**src/rtl/mem_access_unit.sv**
```systemverilog
// MEM-stage access controller in front of the 32-word DATAMEM. Loads are extended and
// registered, word stores write directly, and sub-word stores run a two-cycle read-modify-write.
module mem_access_unit (
  input  logic        clk,
  input  logic        rst,
  input  logic        Valid,
  input  logic        MemRead,
  input  logic        MemWrite,
  input  logic [1:0]  Size,
  input  logic        Unsigned,
  input  logic [6:0]  Addr,
  input  logic [31:0] StoreData,
  output logic [4:0]  MemAddress,
  output logic        MemWriteEnable,
  output logic [31:0] MemBusIn,
  input  logic [31:0] MemBusOut,
  output logic [31:0] LoadData,
  output logic        LoadValid,
  output logic        Stall,
  output logic        MisalignFault
);

  localparam logic [1:0] SIZE_BYTE = 2'b00;
  localparam logic [1:0] SIZE_HALF = 2'b01;
  localparam logic [1:0] SIZE_WORD = 2'b10;
  localparam logic [1:0] SIZE_BAD  = 2'b11;

  localparam logic [0:0] IDLE  = 1'b0;
  localparam logic [0:0] MERGE = 1'b1;

  logic [0:0]  state;

  logic [31:0] cap_word;
  logic [4:0]  cap_index;
  logic [1:0]  cap_lane;
  logic        cap_half;
  logic [15:0] cap_data;

  logic        req;
  logic        misaligned;
  logic        fault;
  logic        do_load;
  logic        do_store;
  logic        word_store;
  logic        sub_store;

  logic [7:0]  ld_byte;
  logic [15:0] ld_half;
  logic [31:0] ld_ext;
  logic [31:0] merge_word;

  // Requests are only looked at in IDLE; in MERGE upstream is still holding the store.
  assign req        = (state == IDLE) && Valid && (MemRead || MemWrite);
  assign misaligned = (Size == SIZE_BAD)
                   || ((Size == SIZE_HALF) && Addr[0])
                   || ((Size == SIZE_WORD) && (Addr[1:0] != 2'b00))
                   || (MemRead && MemWrite);
  assign fault      = req && misaligned;
  assign do_load    = req && !misaligned && MemRead;
  assign do_store   = req && !misaligned && MemWrite;
  assign word_store = do_store && (Size == SIZE_WORD);
  assign sub_store  = do_store && (Size != SIZE_WORD);

  // Load lane selection and extension
  always_comb begin
    // NOTE: every always_comb output gets a default first so no path leaves it unassigned (no latch).
    ld_byte = MemBusOut[7:0];
    case (Addr[1:0])
      2'd1:    ld_byte = MemBusOut[15:8];
      2'd2:    ld_byte = MemBusOut[23:16];
      2'd3:    ld_byte = MemBusOut[31:24];
      default: ld_byte = MemBusOut[7:0];
    endcase
    ld_half = Addr[1] ? MemBusOut[31:16] : MemBusOut[15:0];
    case (Size)
      SIZE_BYTE: ld_ext = {{24{~Unsigned & ld_byte[7]}}, ld_byte};
      SIZE_HALF: ld_ext = {{16{~Unsigned & ld_half[15]}}, ld_half};
      default:   ld_ext = MemBusOut;
    endcase
  end

  // Captured word with the stored lane(s) replaced
  always_comb begin
    merge_word = cap_word;
    if (cap_half) begin
      if (cap_lane[1]) merge_word[31:16] = cap_data;
      else             merge_word[15:0]  = cap_data;
    end else begin
      case (cap_lane)
        2'd0: merge_word[7:0]   = cap_data[7:0];
        2'd1: merge_word[15:8]  = cap_data[7:0];
        2'd2: merge_word[23:16] = cap_data[7:0];
        2'd3: merge_word[31:24] = cap_data[7:0];
        default: merge_word = cap_word;
      endcase
    end
  end

  assign MemAddress     = (state == MERGE) ? cap_index : Addr[6:2];
  assign MemBusIn       = (state == MERGE) ? merge_word : StoreData;
  assign MemWriteEnable = !rst && ((state == MERGE) || word_store);
  assign Stall          = !rst && sub_store;

  always_ff @(posedge clk) begin
    // NOTE: sequential state uses non-blocking assignments so every register samples pre-edge values.
    if (rst) begin
      state         <= IDLE;
      // NOTE: capture registers are cleared on reset so a dropped merge leaves no stale word behind.
      cap_word      <= '0;
      cap_index     <= '0;
      cap_lane      <= '0;
      cap_half      <= 1'b0;
      cap_data      <= '0;
      LoadData      <= '0;
      LoadValid     <= 1'b0;
      MisalignFault <= 1'b0;
    end else begin
      LoadValid     <= do_load;
      MisalignFault <= fault;
      if (do_load) LoadData <= ld_ext;
      case (state)
        IDLE: begin
          if (sub_store) begin
            state     <= MERGE;
            cap_word  <= MemBusOut;
            cap_index <= Addr[6:2];
            cap_lane  <= Addr[1:0];
            cap_half  <= (Size == SIZE_HALF);
            cap_data  <= StoreData[15:0];
          end
        end
        default: state <= IDLE;
      endcase
    end
  end

endmodule

```
**config.mk**
```make
export PLATFORM = sky130hd
export DESIGN_NAME = mem_access_unit
export DESIGN_NICKNAME = d
export VERILOG_FILES = /design/src/rtl/mem_access_unit.sv
export SDC_FILE = /design/constraint.sdc
export NUM_CORES = 1
export LEC_CHECK = 0
export ABC_AREA = 1
export CORE_UTILIZATION = 54
export DETAILED_ROUTE_END_ITERATION = 12
export PLACE_DENSITY_LB_ADDON = 0.3
export SLEW_MARGIN = 20
export SYNTH_ARGS = -nofsm -noshare
export SYNTH_HDL_FRONTEND = slang
export SYNTH_SLANG_ARGS = --single-unit
```
**constraint.sdc**
```tcl
create_clock -name clk -period 5.2 [get_ports clk]
set_input_delay 1.56 -clock clk [delete_from_list [all_inputs] [get_ports clk]]
set_output_delay 1.56 -clock clk [all_outputs]
set_load 0.02 [all_outputs]
```
---- After elaboration in Yosys (flattened, before gate mapping) ----
Index checks and enable logic that the tools add are counted.
word-level totals
  output and inout bits ................... 73
  bits in registers ....................... 91
cells by class
  reductions and logical operators ........ 25
  bitwise gates (word level) .............. 4
  mux-type cells .......................... 13
  eq/ne operators ......................... 10
operator list
  kind                                                                    count
  32-bit 2-to-1 mux                                                       2
  32-bit one-hot mux with 2 select lines                                  1
  16-bit 2-to-1 mux                                                       3
  8-bit 2-to-1 mux                                                        4
  8-bit one-hot mux with 3 select lines                                   1
  1-bit logical AND                                                       13
  2-bit equality test (second input constant)                             6
  2-bit by 1-bit equality test with 1-bit output (second input constant)  3
  1-bit logical OR                                                        5
  5-bit 2-to-1 mux                                                        1
  2-bit zero test                                                         2
  1-bit bitwise AND                                                       2
  1-bit zero test                                                         2
  2-bit inequality test (second input constant)                           1
  1-bit inverter                                                          2
  2-bit AND reduction                                                     1
  2-bit nonzero test                                                      1
  2-bit OR reduction                                                      1
  1-bit 2-to-1 mux                                                        1

---- Depth between registers and ports, before layout ----
Gate-level depths: netlist (run 1).
  depth after elaboration ................. 11
  mapped depth ............................ 11

---- Worst setup path after synthesis (run 1) ----
OpenSTA, ideal clock, no wires.
  path kind ............................... input to output
  start ................................... input port MemWrite
  end ..................................... output port MemWriteEnable
  arrival ................................. 2.740 ns
  required time ........................... 3.640 ns
  slack ................................... 0.900 ns
  cell stages on the path ................. 9
  buffers on the path ..................... 3
  cell sequence ........................... buf_4 nor2_1 nor2_2 inv_2 nor2_2 buf_4 buf_4 nand3_1 a21oi_1
between the ends
  cells in the longest elaborated chain, start to end .. 8
  elaborated cells on any way between the ends .. 10
  those cells by class .................... reduce/logical: 10
ends and longest elaborated chain
  item                 line  source
  start: declaration   8     input logic MemWrite,
  1-bit logical AND    57    || (MemRead && MemWrite);
  1-bit logical OR     57
  1-bit zero test      60    assign do_store = req && !misaligned && MemWrite;
  1-bit logical AND    60
  1-bit logical AND *  60
  1-bit logical AND *  61    assign word_store = do_store && (Size == SIZE_WORD);
  1-bit logical OR *   101   assign MemWriteEnable = !rst && ((state == MERGE) || word_store);
  1-bit logical AND *  101
  end: declaration     14    output logic MemWriteEnable,
Every way passes the cells marked *; elsewhere a longest branch is shown, timed or not.

---- Worst setup path after layout (run 1) ----
  start ................................... input port Size[1]
  end ..................................... output port MemWriteEnable
between the ends
  cells in the longest elaborated chain, start to end .. 11
  elaborated cells on any way between the ends .. 14
  those cells by class .................... eq/ne: 3; reduce/logical: 11
ends and longest elaborated chain
  item                                            line  source
  start: declaration                              9     input logic [1:0] Size,
  2-bit by 1-bit equality test with 1-bit output  55    || ((Size == SIZE_HALF) && Addr[0])
  1-bit logical AND                               55
  1-bit logical OR                                55
  1-bit logical OR                                56    || ((Size == SIZE_WORD) && (Addr[1:0] != 2'b00))
  1-bit logical OR                                57
  1-bit zero test                                 60
  1-bit logical AND (2 in series)                 60
  1-bit logical AND *                             61
  1-bit logical OR *                              101
  1-bit logical AND *                             101
Marked as above.

==> flow_metrics.env, run 1 <==
export IMPL_outcome="finished, final reports clean"
export IMPL_cts_resized=0
export IMPL_port_buffers=151
export IMPL_antenna_found_initial=0
export IMPL_antenna_left=0
export IMPL_yosysTopAreaCell="dfxtp_1"
export IMPL_htreeDepth=3
export IMPL_clockRootBuffer="clkbuf_8"
export IMPL_cts_buffers=9
export IMPL_synthToLayoutAreaGrowth_pct=27.7
export IMPL_cap_violations=0
export IMPL_drtIter0Drc=534
export IMPL_grt_pass1_vias=5866
export IMPL_clock_skew_ns=0.0121
export IMPL_hold_viol=0
export IMPL_rr_startpoint="state"
export IMPL_fin_setup_tns_ns=0
export IMPL_nNetsFinal=1181
export IMPL_worstPathArrival_ns=3.39
export IMPL_criticalPathCategory="in -> out"
export IMPL_rr_worst_depth=11
export IMPL_ys_ff_latch=91
export IMPL_clockBufferDepth=2
export IMPL_wl_mm=18.0
export IMPL_diodes=0
export IMPL_syn_num_nets=1085
export IMPL_leakage_nw=3.29
export IMPL_final_common_cell="nor2_1"
export IMPL_wire_per_inst_um=14.5
export IMPL_avgSynthCellArea_um2=5.84
export IMPL_grt_pass1_wl_mm=28.5
export IMPL_n_fill_cell=920
export IMPL_die_w_um=106
export IMPL_synth_area_um2=5870
export IMPL_top_level_ports=152
export IMPL_dp_hpwl_mm=12.4
export IMPL_cp_max_fo=6
export IMPL_finalSetupViolCount=0
export IMPL_cts_hold_buf=0
export IMPL_start_util_pct=56.4
export IMPL_max_vdd_ir_drop_uv=156
export IMPL_ys_seq_area_share_pct=31.0
export IMPL_period_share_pct=95.1
export IMPL_layout_drive_gt1_share_pct=3.61
export IMPL_drcViolationCount=0
export IMPL_critPathCapture="MemWriteEnable"
export IMPL_worst_pin_slew_ns=0.850
export IMPL_rsz0062_at_grt="false"
export IMPL_clk_pin_slew_ns=0.09
export IMPL_dr_pass1_iters=5
export IMPL_layout_common_cells="nor2_1, nand2_1, clkdlybuf4s50_1"
export IMPL_slew_violations=0
export IMPL_power_density_nw_per_um2=228
export IMPL_r2r_end="LoadData[18]"
export IMPL_cts_tree="yes"
export IMPL_r2r_setup_slack_ns=2.68
export IMPL_endpoint_kind="output port"
export IMPL_netlist_instances=1006
export IMPL_numClockSinks=91
export IMPL_grt_ovfl_total=0
export IMPL_die_h_um=106
export IMPL_netlist_top_cells_area="dfxtp_1, nor2_1, nand2_1"
export IMPL_grt_max_degree=84
export IMPL_grt_usage_pct=31.6
export IMPL_max_freq_ghz=0.202
export IMPL_cp_required_ns=3.64
export IMPL_core_area_um2=10400
export IMPL_cts_setup_buffers=0
export IMPL_vias_per_cell=5.48
export IMPL_hold_path_class="reg -> reg"
export IMPL_insertion_delay_ns=0.36
export IMPL_yosys_warnings=0
export IMPL_core_rowCount=37
export IMPL_min_period_ns=4.95
export IMPL_critPathLaunch="Size[1]"
export IMPL_synth_cell_types=24
export IMPL_die_area_um2=11300
export IMPL_synth_top_area_share_pct=31.0
export IMPL_route_vias_total=6815
export IMPL_startpoint_type="primary input"
export IMPL_power_w=0.00171
export IMPL_slew_headroom_pct=43.3
export IMPL_finalWeightedCongestion=0.937
[synthesized netlist by cell type (all sizes together)]
library cell  count
a21boi            8
a21oi            34
a31oi            24
buf              42
clkbuf           38
clkinv            1
dfxtp            91
inv             114
nand2           219
nand3            34
nand4            57
nor2            246
nor3              2
o211ai           10
o21ai            77
o221ai            8
or2               1
[worst max-delay path, stage by stage]
cell	delay, ns
clkdlybuf4s50_1	0.46
inv_1	0.17
nor2_4	0.08
nand2_1	0.08
nand3_1	0.13
nor2_4	0.11
nand3_1	0.07
a21oi_1	0.12
clkdlybuf4s50_1	0.61
[area by class of cell]
class / instances / area (µm²) / share of cell area [%]
multi-input combinational: 720 / 3220 / 43.0
sequential: 91 / 1820 / 24.3
clock inverter: 7 / 98.8 / 1.32
inverter: 115 / 432 / 5.76
timing repair buffer: 165 / 1620 / 21.7
tap: 136 / 170 / 2.27
clock buffer: 9 / 124 / 1.65
[logic make-up (layout without fill, tap and decap cells)]
| family | Yosys count | count (layout) | synth area share [%] |
|---|---|---|---|
| AND/OR/NAND/NOR | 559 | 559 | 39.2 |
| buffers and inverters | 195 | 296 | 14.3 |
| flip-flops | 91 | 91 | 31.0 |
| AO/OA/AOI/OAI | 161 | 161 | 15.5 |
[per-stage QoR]
step                      area (µm²)  worst slack (ns)  util (%)  hold slack, ns  std cells
after floorplan                 5870             0.900         -           0.454       1006
after global placement          7270             0.282      69.8           0.452       1227
after detailed placement        7270             0.245      69.8           0.461       1227
after CTS                       7500             0.245      72.0           0.474       1243
after global routing            7500             0.160      72.0           0.506       1243
final                           7500             0.254      72.0           0.472       1243
[power breakdown]
part,switching [W],internal (W)
combinational,0.000236,0.000177
clock,0.000271,0.000274
sequential,0.0000245,0.000725
total,0.000531,0.00118
[state kept, by name, summed over array words and instances (netlist names)]
| name | cells |
|---|---|
| cap_data | 16 |
| cap_half | 1 |
| MisalignFault | 1 |
| cap_lane | 2 |
| LoadData | 32 |
| LoadValid | 1 |
| cap_index | 5 |
| cap_word | 32 |
| state | 1 |
[how the worst min path moves through the flow]
stage	from	endpoint	slack, ns	depth (start not counted)
detailed placement	LoadData[4]	LoadData[4]	0.46	2
global route	cap_index[2]	cap_index[2]	0.51	2
global placement	LoadData[5]	LoadData[5]	0.45	2
finish	LoadData[5]	LoadData[5]	0.47	2
floorplan	cap_index[0]	cap_index[0]	0.45	2
CTS	LoadData[4]	LoadData[4]	0.47	2
[metal layers]
| layer | GRT usage, % | vias to the layer above | part of all wire, % |
|---|---|---|---|
| met5 | 0 | - | 0 |
| met4 | 12.1 | 0 | 3.0 |
| met3 | 8.40 | 43 | 12 |
| met2 | 48.9 | 360 | 43 |
| met1 | 41.7 | 3013 | 42 |
| li1 | - | 3399 | - |
Note: power is estimated with default switching activity, not from simulation.
==> run 2, diff against run 1 <==
--- a/config.mk
+++ b/config.mk
@@ -6,8 +6,10 @@
 export NUM_CORES = 1
 export LEC_CHECK = 0
 export ABC_AREA = 1
-export CORE_UTILIZATION = 54
+export CORE_UTILIZATION = 51
+export CTS_BUF_LIST = sky130_fd_sc_hd__clkbuf_8
 export DETAILED_ROUTE_END_ITERATION = 12
+export MAX_ROUTING_LAYER = met4
 export PLACE_DENSITY_LB_ADDON = 0.3
 export SLEW_MARGIN = 20
 export SYNTH_ARGS = -nofsm -noshare
==> constraint.sdc (replaced) <==
create_clock -name clk -period 4.64 [get_ports clk]
set_input_delay 1.392 -clock clk [delete_from_list [all_inputs] [get_ports clk]]
set_output_delay 1.392 -clock clk [all_outputs]
set_load 0.02 [all_outputs]
==> run 2 against run 1 <==
Compared with the run above: core utilization decreased by 3.6 points; critical path type unchanged; register-to-register slack lost 0.25 ns; combinational power grew 14%; clock-buffer cell count unchanged; non-clock buffer count rose by 7; power up 10%; critical path depth is 1 lower; largest cell class unchanged; cell count grew 0.72%; critical endpoint is now Stall.
==> flow_metrics.env, run 2 (synthesis gave the netlist of run 1 again) <==
export IMPL_slew_headroom_pct=44.8
export IMPL_post_route_util_pct=68.4
export IMPL_cp_required_ns=3.25
export IMPL_max_freq_ghz=0.221
export IMPL_cts_hold_buf=0
export IMPL_max_vdd_ir_drop_uv=148
export IMPL_grt_usage_pct=31.8
export IMPL_worst_pin_slew_ns=0.828
export IMPL_cts_tree="yes"
export IMPL_dp_cells=1238
export IMPL_slowest_delay_ns=0.63
export IMPL_cts_buffers=9
export IMPL_drcViolationCount=0
export IMPL_hold_viol=0
export IMPL_start_util_pct=53.2
export IMPL_finalNonFillerCells=1252
export IMPL_diodes=0
export IMPL_cap_violations=0
export IMPL_layout_drive_gt1_share_pct=3.87
export IMPL_period_share_pct=97.7
export IMPL_power_density_nw_per_um2=249
export IMPL_multi_input_area_um2=3220
export IMPL_outcome="finished, final reports clean"
export IMPL_clockBufferDepth=2
export IMPL_antenna_left=0
export IMPL_route_vias_total=6703
export IMPL_synthToLayoutAreaGrowth_pct=28.5
export IMPL_grt_pass1_wl_mm=28.6
export IMPL_r2r_setup_slack_ns=2.43
export IMPL_rr_startpoint="state"
export IMPL_busiest_layer="met2"
export IMPL_dp_hpwl_mm=12.5
export IMPL_r2r_end="LoadData[2]"
export IMPL_worstPathArrival_ns=3.14
export IMPL_port_buffers=151
export IMPL_clk_pin_slew_ns=0.08
export IMPL_cpMaxStageDelayCell="clkdlybuf4s50_1"
export IMPL_min_period_ns=4.53
export IMPL_cts_resized=0
export IMPL_rsz0062_at_grt="false"
export IMPL_layout_common_cells="nor2_1, nand2_1, clkdlybuf4s50_1"
export IMPL_core_area_um2=11000
export IMPL_dr_pass1_iters=5
export IMPL_leakage_nw=3.34
export IMPL_use_met1_pct=42.0
export IMPL_fin_setup_tns_ns=0
export IMPL_vias_per_cell=5.35
export IMPL_criticalPathCategory="in -> out"
export IMPL_slew_violations=0
export IMPL_design_area_um2=7540
export IMPL_final_common_cell="nor2_1"
export IMPL_cts_setup_buffers=0
export IMPL_die_h_um=109
export IMPL_die_area_um2=11900
export IMPL_grt_pass1_vias=5805
export IMPL_grt_use_met3_pct=7.35
export IMPL_die_w_um=109
export IMPL_finalWeightedCongestion=1.00
export IMPL_critPathLaunch="Addr[0]"
export IMPL_hold_path_class="reg -> reg"
export IMPL_top_regs="LoadData (32), cap_word (32), cap_data (16)"
export IMPL_finalSetupViolCount=0
export IMPL_insertion_delay_ns=0.38
export IMPL_power_w=0.00188
export IMPL_crit_chain="clkdlybuf4s50_1 -> buf_4 -> nor2_1 -> nor2_1 -> nor2_1 -> nand4_1 -> nor3_1 -> clkdlybuf4s50_1"
export IMPL_top_level_ports=152
export IMPL_numClockSinks=91
export IMPL_nNetsFinal=1188
export IMPL_endpoint_kind="output port"
export IMPL_clockRootBuffer="clkbuf_8"
export IMPL_clock_skew_ns=0.0114
export IMPL_grt_ovfl_total=0
export IMPL_dpl_cell_area_um2=7340
export IMPL_use_met2_pct=46.6
export IMPL_seqCellArea_um2=1820
export IMPL_critPathCapture="Stall"
export IMPL_grt_max_degree=84
export IMPL_core_rowCount=38
export IMPL_startpoint_type="primary input"
export IMPL_drtIter0Drc=682
export IMPL_n_fill_cell=986
export IMPL_wire_per_inst_um=14.5
export IMPL_cp_max_fo=3
export IMPL_wl_mm=18.1
export IMPL_antenna_found_initial=0
export IMPL_crit_top_cell="nor2_1"
export IMPL_rr_worst_depth=10
export IMPL_htreeDepth=3
## run 2: cell count changes in the layout (fill, tap and decap cells not counted), sizes merged
cell / before / now
clkdlybuf4s50: 150 / 149
clkinvlp: 1 / 0
dlymetal6s2s: 0 / 1
buf: 15 / 22
clkinv: 2 / 1
## run 2: critical path, delay by kind of cell
family | cells | cell delay [ns]
buffers and inverters | 3 | 1.25
AND/OR/NAND/NOR | 5 | 0.50
## run 2: area by class of cell
cell class	instances	share of cell area [%]
well taps	140	2.32
repair buffers	172	22.4
inverters	115	5.72
clock inverters	5	0.962
clock buffers	9	1.64
multi-input cells	720	42.8
flip-flops and latches	91	24.2
## run 2: worst min-delay path by stage
stage	start	to	slack [ns]	cells past startpoint
after global routing	LoadData[4]	LoadData[4]	0.48	2
after global placement	LoadData[4]	LoadData[4]	0.45	2
after floorplan	cap_index[0]	cap_index[0]	0.45	2
after detailed placement	LoadData[4]	LoadData[4]	0.46	2
after CTS	LoadData[4]	LoadData[4]	0.47	2
final	LoadData[5]	LoadData[5]	0.47	2
## run 2: through the flow
stage | hold slack [ns] | setup slack [ns]
after floorplan | 0.454 | 0.676
after global placement | 0.453 | 0.113
after detailed placement | 0.458 | 0.0754
after CTS | 0.469 | 0.0643
after global routing | 0.483 | 0.0159
final | 0.471 | 0.107
## run 2: layer usage
metal | wire (µm) | vias to the layer above
li1 | - | 3413
met5 | 0 | -
met1 | 7930 | 2896
met3 | 1990 | 39
met4 | 552 | 0
met2 | 7640 | 355
## run 2: report_power, final
part,internal (W),total [W],switching (W)
Clock,0.000293,0.000573,0.000279
Sequential,0.000813,0.000837,0.0000246
Combinational,0.000203,0.000471,0.000269
==> run 3, diff against run 2 <==
--- a/config.mk
+++ b/config.mk
@@ -6,6 +6,7 @@
 export NUM_CORES = 1
 export LEC_CHECK = 0
 export ABC_AREA = 1
+export CORE_ASPECT_RATIO = 1.5
 export CORE_UTILIZATION = 51
 export CTS_BUF_LIST = sky130_fd_sc_hd__clkbuf_8
 export DETAILED_ROUTE_END_ITERATION = 12
==> run 3 against run 2 <==
Compared with the run above: sequential power about the same; die area about the same; via count decreased by 1.1%; the flow now finishes with violations (DRC); largest power group unchanged; global-route usage decreased by 0.70 points; fmax increased by 4.4%; register-to-register slack got worse by 0.23 ns; non-clock buffer count unchanged; core utilization decreased by 0.68 points; largest cell class unchanged.
==> flow_metrics.env, run 3 (synthesis gave the netlist of run 1 again) <==
export IMPL_outcome="finished with violations"
export IMPL_violations="DRC"
export IMPL_max_vdd_ir_drop_uv=163
export IMPL_worstPathArrival_ns=2.95
export IMPL_rr_startpoint="state"
export IMPL_die_h_um=133
export IMPL_final_common_cell="nor2_1"
export IMPL_top_regs="LoadData (32), cap_word (32), cap_data (16)"
export IMPL_numClockSinks=91
export IMPL_hold_viol=0
export IMPL_route_vias_total=6628
export IMPL_cap_violations=0
export IMPL_antenna_found_initial=0
export IMPL_period_share_pct=93.6
export IMPL_layout_common_cells="nor2_1, nand2_1, clkdlybuf4s50_1"
export IMPL_grt_use_met3_pct=3.47
export IMPL_insertion_delay_ns=0.37
export IMPL_cpMaxStageDelayCell="dfxtp_1"
export IMPL_rsz0062_at_grt="false"
export IMPL_drtIter0Drc=496
export IMPL_grt_max_degree=84
export IMPL_dr_pass1_iters=10
export IMPL_busiest_layer="met2"
export IMPL_port_buffers=151
export IMPL_wire_per_inst_um=14.0
export IMPL_core_area_um2=11100
export IMPL_nNetsFinal=1188
export IMPL_drcViolationCount=1
export IMPL_critPathLaunch="cap_half"
export IMPL_grt_pass1_wl_mm=28.0
export IMPL_cp_max_fo=25
export IMPL_dp_hpwl_mm=12.4
export IMPL_hold_path_class="reg -> reg"
export IMPL_wl_mm=17.7
export IMPL_use_met2_pct=47.9
export IMPL_power_density_nw_per_um2=241
export IMPL_cts_setup_buffers=0
export IMPL_clk_pin_slew_ns=0.08
export IMPL_max_freq_ghz=0.230
export IMPL_core_rowCount=47
export IMPL_clockRootBuffer="clkbuf_8"
export IMPL_n_fill_cell=1033
export IMPL_die_area_um2=12000
export IMPL_grt_ovfl_total=0
export IMPL_cts_tree="yes"
export IMPL_critPathBufInv=3
export IMPL_finalWeightedCongestion=0.960
export IMPL_crit_chain="inv_1 -> buf_4 -> o21ai_0 -> a21oi_1 -> nor2_1 -> clkdlybuf4s50_1"
export IMPL_vias_per_cell=5.26
export IMPL_endpoint_kind="output port"
export IMPL_grt_usage_pct=31.1
export IMPL_cp_required_ns=3.25
export IMPL_criticalPathCategory="reg -> out"
export IMPL_leakage_nw=3.35
export IMPL_cts_buffers=9
export IMPL_start_util_pct=52.8
export IMPL_synthToLayoutAreaGrowth_pct=28.2
export IMPL_clockBufferDepth=2
export IMPL_use_met1_pct=39.2
export IMPL_top_level_ports=152
export IMPL_power_w=0.00182
export IMPL_min_from="LoadData[5]"
export IMPL_worst_pin_slew_ns=0.862
export IMPL_finalSetupViolCount=0
export IMPL_slew_headroom_pct=42.5
export IMPL_htreeDepth=3
export IMPL_antenna_left=0
export IMPL_clock_skew_ns=0.0104
export IMPL_diodes=0
export IMPL_fin_setup_tns_ns=0
export IMPL_layout_drive_gt1_share_pct=4.13
export IMPL_grt_pass1_vias=5749
export IMPL_startpoint_type="register"
export IMPL_die_w_um=89.6
export IMPL_slew_violations=0
export IMPL_slowest_delay_ns=0.72
export IMPL_crit_family="buffers and inverters"
export IMPL_min_period_ns=4.34
[run 3: final cells by class]
class	instances	area, µm²	share of cell area, %
Tap cell	147	184	2.44
Timing Repair Buffer	172	1680	22.4
Inverter	115	432	5.74
Clock inverter	5	27.5	0.366
Multi-Input combinational cell	720	3220	42.9
Clock buffer	11	151	2.01
Sequential cell	91	1820	24.2
[run 3: layer usage]
layer | share of wire [%] | wire [µm]
met1 | 41 | 7310
met2 | 47 | 8240
met3 | 7.5 | 1320
met4 | 4.7 | 828
met5 | 0 | 0
[run 3: repair_timing]
action | CTS | global route
resized for setup | 0 | 2
endpoints found under the setup margin | 0 | 2
hold buffers | 0 | 0
[run 3: metrics by stage]
step	hold WS [ns]	worst slack [ns]	std cells	instance area, µm²	util (%)
2_1_floorplan	0.454	0.676	1006	5870	-
3_3_place_gp	0.452	0.0567	1245	7340	66.0
3_5_place_dp	0.454	0.0202	1245	7340	66.0
4_1_cts	0.468	0.0165	1261	7520	67.6
5_1_grt	0.478	0.0954	1261	7520	67.7
6_report	0.481	0.296	1261	7520	67.7
[run 3: power breakdown]
part           internal [W]  switching (W)  total (W)
combinational      0.000202       0.000263   0.000465
sequential         0.000813      0.0000257   0.000839
clock              0.000222       0.000290   0.000512
total               0.00124       0.000579    0.00182
[run 3: worst reg2reg max path: stages (launching register included)]
cell and delay, ns:
dfxtp_2 0.51, inv_1 0.15, nand2_1 0.07, nor2_2 0.14, inv_2 0.06, nor2_4 0.10
buf_4 0.67, nand2_1 0.16, buf_4 0.27, nor2_1 0.15, nor2_1 0.05
[run 3: path summary, 6_finish.rpt]
check | to | slack [ns] | cells after the start
worst max-delay path | MemBusIn[19] | 0.30 | 6
worst min-delay path | LoadData[5] | 0.48 | 2
worst max register to register | LoadData[7] | 2.20 | 10
worst min register to register | LoadData[5] | 0.48 | 2
